### src/rtl/data_mem_arbiter.sv
// Round-robin arbiter giving two requesters (A: CPU, B: loader/debug) turns on one
// single-port data memory; one transaction per IDLE->ACCESS->RESP pass.
module data_mem_arbiter #(
  parameter int unsigned DATA_W    = 32,
  parameter int unsigned ADDR_W    = 32,
  parameter int unsigned MEM_DEPTH = 64
) (
  input  logic              clk,
  input  logic              rst,
  input  logic              a_req,
  input  logic              a_we,
  input  logic [ADDR_W-1:0] a_addr,
  input  logic [DATA_W-1:0] a_wdata,
  output logic              a_ack,
  output logic              a_err,
  output logic [DATA_W-1:0] a_rdata,
  input  logic              b_req,
  input  logic              b_we,
  input  logic [ADDR_W-1:0] b_addr,
  input  logic [DATA_W-1:0] b_wdata,
  output logic              b_ack,
  output logic              b_err,
  output logic [DATA_W-1:0] b_rdata,
  output logic [ADDR_W-1:0] mem_addr,
  output logic              mem_mw,
  output logic [DATA_W-1:0] mem_din,
  input  logic [DATA_W-1:0] mem_dout,
  output logic              busy
);

  typedef enum logic [1:0] {IDLE, ACCESS, RESP} state_t;

  state_t            state_q, state_d;
  logic              last_b_q, last_b_d;
  logic              sel_b_q, sel_b_d;
  logic              we_q, we_d;
  logic              ok_q, ok_d;
  logic [ADDR_W-1:0] addr_q, addr_d;
  logic [DATA_W-1:0] wdata_q, wdata_d;
  logic [DATA_W-1:0] a_rdata_q, a_rdata_d, b_rdata_q, b_rdata_d;
  logic              a_err_q, a_err_d, b_err_q, b_err_d;
  logic              grant_b;

  always_comb begin
    state_d   = state_q;
    last_b_d  = last_b_q;
    sel_b_d   = sel_b_q;
    we_d      = we_q;
    ok_d      = ok_q;
    addr_d    = addr_q;
    wdata_d   = wdata_q;
    a_rdata_d = a_rdata_q;
    b_rdata_d = b_rdata_q;
    a_err_d   = a_err_q;
    b_err_d   = b_err_q;
    grant_b   = 1'b0;
    unique case (state_q)
      IDLE: begin
        if (a_req || b_req) begin
          // B wins only when A is absent or A was the previous winner
          grant_b  = b_req && (!a_req || !last_b_q);
          sel_b_d  = grant_b;
          last_b_d = grant_b;
          we_d     = grant_b ? b_we    : a_we;
          addr_d   = grant_b ? b_addr  : a_addr;
          wdata_d  = grant_b ? b_wdata : a_wdata;
          ok_d     = addr_d < ADDR_W'(MEM_DEPTH);
          state_d  = ACCESS;
        end
      end
      ACCESS: begin
        if (sel_b_q) begin
          b_rdata_d = ok_q ? mem_dout : '0;
          b_err_d   = !ok_q;
        end else begin
          a_rdata_d = ok_q ? mem_dout : '0;
          a_err_d   = !ok_q;
        end
        state_d = RESP;
      end
      RESP:    state_d = IDLE;
      default: state_d = IDLE;
    endcase
  end

  always_ff @(posedge clk) begin
    if (rst) begin
      state_q   <= IDLE;
      last_b_q  <= 1'b1;
      sel_b_q   <= 1'b0;
      we_q      <= 1'b0;
      ok_q      <= 1'b0;
      addr_q    <= '0;
      wdata_q   <= '0;
      a_rdata_q <= '0;
      b_rdata_q <= '0;
      a_err_q   <= 1'b0;
      b_err_q   <= 1'b0;
    end else begin
      state_q   <= state_d;
      last_b_q  <= last_b_d;
      sel_b_q   <= sel_b_d;
      we_q      <= we_d;
      ok_q      <= ok_d;
      addr_q    <= addr_d;
      wdata_q   <= wdata_d;
      a_rdata_q <= a_rdata_d;
      b_rdata_q <= b_rdata_d;
      a_err_q   <= a_err_d;
      b_err_q   <= b_err_d;
    end
  end

  // Memory bus is driven straight from the captured regs so it never glitches
  assign mem_addr = addr_q;
  assign mem_din  = wdata_q;
  assign mem_mw   = (state_q == ACCESS) && we_q && ok_q && !rst;
  assign a_ack    = (state_q == RESP) && !sel_b_q;
  assign b_ack    = (state_q == RESP) && sel_b_q;
  assign a_rdata  = a_rdata_q;
  assign b_rdata  = b_rdata_q;
  assign a_err    = a_err_q;
  assign b_err    = b_err_q;
  assign busy     = (state_q != IDLE);

endmodule
### config.mk
export PLATFORM = sky130hd
export DESIGN_NAME = data_mem_arbiter
export DESIGN_NICKNAME = d
export VERILOG_FILES = /design/src/rtl/data_mem_arbiter.sv
export SDC_FILE = /design/constraint.sdc
export NUM_CORES = 1
export LEC_CHECK = 0
export ABC_CLOCK_PERIOD_IN_PS = 3700
export BUFFER_PORTS_ARGS = -buffer_cell sky130_fd_sc_hd__buf_2
export CORE_AREA = 2 2 115 117
export DETAILED_ROUTE_END_ITERATION = 12
export DIE_AREA = 0 0 117 119
export PLACE_DENSITY = 0.8
export SETUP_SLACK_MARGIN = 0.3
export SLEW_MARGIN = 20
export SYNTH_ARGS = -nofsm -noshare
export SYNTH_HDL_FRONTEND = slang
export SYNTH_SLANG_ARGS = --single-unit
### constraint.sdc
create_clock -name clk -period 3.7 [get_ports clk]
set_input_delay 0.555 -clock clk [delete_from_list [all_inputs] [get_ports clk]]
set_output_delay 0.555 -clock clk [all_outputs]
set_load 0.01 [all_outputs]
==> summary.md <==
| Metric | Value |
|---|---|
| Worst-Skew Late Latency | `410 ps` |
| Row cnt | `42` |
| Share of cells above drive strength 1 | `40.99%` |
| Final WL | `17520 um` |
| WP data required | `3140 ps` |
| # H-tree levels | `4` |
| Initial antenna violation count | `0` |
| Slew HR | `54.68%` |
| Final worst path period need | `2161 ps` |
| Crit path DAT | `1610 ps` |
| Maximum VDD drop | `0.2485 mV` |
| Power Dens Cells | `488.4 nW/um^2` |
| Setup Fix Bufs, Post-CTS | `0` |
| Antenna cells | `0` |
| Clock tree buffer depth | `2` |
| Register area | `2724 um^2` |
| Clk sinks | `136` |
| Top_reg_cell synth | `dfxtp_1` |
| Clock-pin slew on the worst setup and hold paths | `60 ps` |
| Chip width | `117 um` |
| Max cap viols | `0` |
| RSZ-0062 raised after global routing | `no` |
| Syn_area_per_cell | `9.135 um^2` |
| Status | `completed` |
| Detailed placement HPWL | `12680 um` |
| Slew Limit Fails | `0` |
| Seq cells post-synth | `136` |
| Final core utilization | `60.65%` |
| Setup ws final | `1539 ps` |
| Vias in the first global route | `5485` |
| CTS tree | `built` |
| GP Congestion | `0.9055` |
| Netlist Area Pre-Place | `5737 um^2` |
| Hold buffer count at CTS | `0` |
| Crit Path Class | `input pin to primary output` |
| CP startpoint kind | `input pin` |
| CTS resizes | `0` |
| Multi-input gate area | `2699 um^2` |
| Cell chosen for the clock root | `clkbuf_16` |
| DRT iter0 DRCs | `413` |
| Sequential area share after synthesis | `47.46%` |
| Total congestion overflow | `0` |
| Routed len/inst | `16.13 um` |
| First-pass GRT wire length | `27080 um` |
| Drt first pass iters | `5` |
| Yosys cell types | `33` |
| GR Util All Layers | `24.96%` |
| Die Ht | `119 um` |
| Place WS | `1458 ps` |
| Crit-path max FO | `63` |
| Pleak | `3.515 nW` |
| Final setup viols | `0` |
| Total number of vias | `5692` |
| Hold/Removal Path Class | `input pin to flip-flop` |
| Residual DRC count | `0` |
| Setup TNS | `0 ps` |
| Syn. warnings | `0` |
| Clock Skews | `6.637 ps` |
| Mapped Nets | `794` |
| DIE AREA | `13920 um^2` |
| Worst slew pin tran | `678.1 ps` |
| Non-Filler Instances | `1086` |
| Hold Vio Cnt, Final | `0` |
| Post-Place Cells | `1054` |
| Period Utilization, post-route | `58.41%` |
| CTS Buf Count | `17` |
| Total power | `3.814 mW` |
| Area growth, synth to finish | `36.12%` |
| Max Clk Rate | `0.4627 GHz` |
| Core box area | `12870 um^2` |
| Setup crit end kind | `primary output` |
| Asr flop ratio synth | `0%` |
| Final #Nets | `1063` |
| Final ANT Viol Nets | `0` |
| Starting density of the core | `44.56%` |
| Io pins | `300` |
| Cells after Synth | `628` |
| Vias per cell | `5.241` |
| Largest net degree at the start of global routing | `88` |
| Fill count | `1140` |
| Port Buf Inserts | `299` |
| Number of synthesized flops with an enable pin | `0` |
[report_power, final]
part           leakage [nW]  internal, mW  switching [mW]  total (mW)
Combinational          2.13         0.253           0.359       0.612
Clock                 0.269         0.944           0.657        1.60
Sequential             1.11          1.55          0.0470        1.60
[cell type report]
cell class / instances / area share, %
sequential: 136 / 34.88
multi-input combinational: 432 / 34.56
timing repair buffer: 309 / 20.48
clock buffer: 18 / 5.624
tap: 176 / 2.820
clock inverter: 14 / 1.586
inverter: 1 / 0.04807
[critical path, stage by stage]
cell    delay [ps]
buf_4          510
nor2_1         150
and3_1         220
buf_2          140
[per-stage QoR]
step	hold slack, ps	instance area, um^2
after floorplan	474.0	5737
after global placement	438.5	7246
after detailed placement	443.1	7246
after CTS	401.7	7809
after global routing	403.0	7809
final	422.0	7809
[cell families (layout without fill, tap and decap cells)]
family                 count (synthesis)  in the layout  share of synthesized area, %
buffers and inverters                 60            342                         5.758
AO/OA/AOI/OAI                        138            138                         17.67
multiplexers                          65             65                         11.34
flip-flops                           136            136                         47.46
AND/OR/NAND/NOR                      229            229                         17.78
[sequential cells by signal, indices dropped and copies added (netlist names)]
register,count
sel_b_q,1
a_err,1
mem_addr,32
last_b_q,1
b_err,1
b_rdata,32
ok_q,1
state_q,2
mem_din,32
a_rdata,32
we_q,1
[synth_stat cells (3+ instances only)]
library cell / number / share of area (%)
nor4_1: 12 / 1.3
clkbuf_1: 24 / 1.6
nand4_1: 3 / 0.33
a211oi_2: 27 / 5.9
buf_6: 3 / 0.59
buf_1: 4 / 0.26
dfxtp_1: 136 / 47
mux2i_1: 65 / 11
buf_2: 14 / 1.2
nand2_1: 66 / 4.3
a21oi_1: 64 / 5.6
nand3_1: 64 / 5.6
nor2_1: 72 / 4.7
a211oi_1: 40 / 5.2
buf_4: 13 / 1.7
[routing by layer]
layer	vias to the layer above	part of all wire [%]	track usage, %
li1	2766	-	-
met1	2587	40	29.36
met2	282	48	40.50
met3	57	8.4	7.735
met4	0	3.9	12.79
met5	-	0	0
[path summary, 6_finish.rpt]
path | start | endpoint | slack, ps | cells past startpoint
worst max-delay path | rst | mem_mw | 1540 | 4
worst min-delay path | mem_dout[8] | a_rdata[8] | 420 | 3
worst max register to register | state_q[1] | mem_din[25] | 1780 | 5
worst min register to register | a_rdata[28] | a_rdata[28] | 450 | 2
[cell usage in the layout (no fill, tap or decap), types with 3 or more instances in the layout]
| cell type | netlist | final |
|---|---|---|
| buf_2 | 14 | 298 |
| dfxtp_1 | 136 | 135 |
| nor2_1 | 72 | 72 |
| nand2_1 | 66 | 66 |
| mux2i_1 | 65 | 65 |
| nand3_1 | 64 | 64 |
| a21oi_1 | 64 | 64 |
| a211oi_1 | 40 | 40 |
| a211oi_2 | 27 | 27 |
| clkbuf_16 | 0 | 17 |
| nor4_1 | 12 | 12 |
| buf_4 | 13 | 9 |
| clkinv_2 | 0 | 4 |
| clkinvlp_4 | 0 | 4 |
| nand4_1 | 3 | 3 |
| inv_6 | 0 | 3 |
Power figures use the tool's default switching activity.
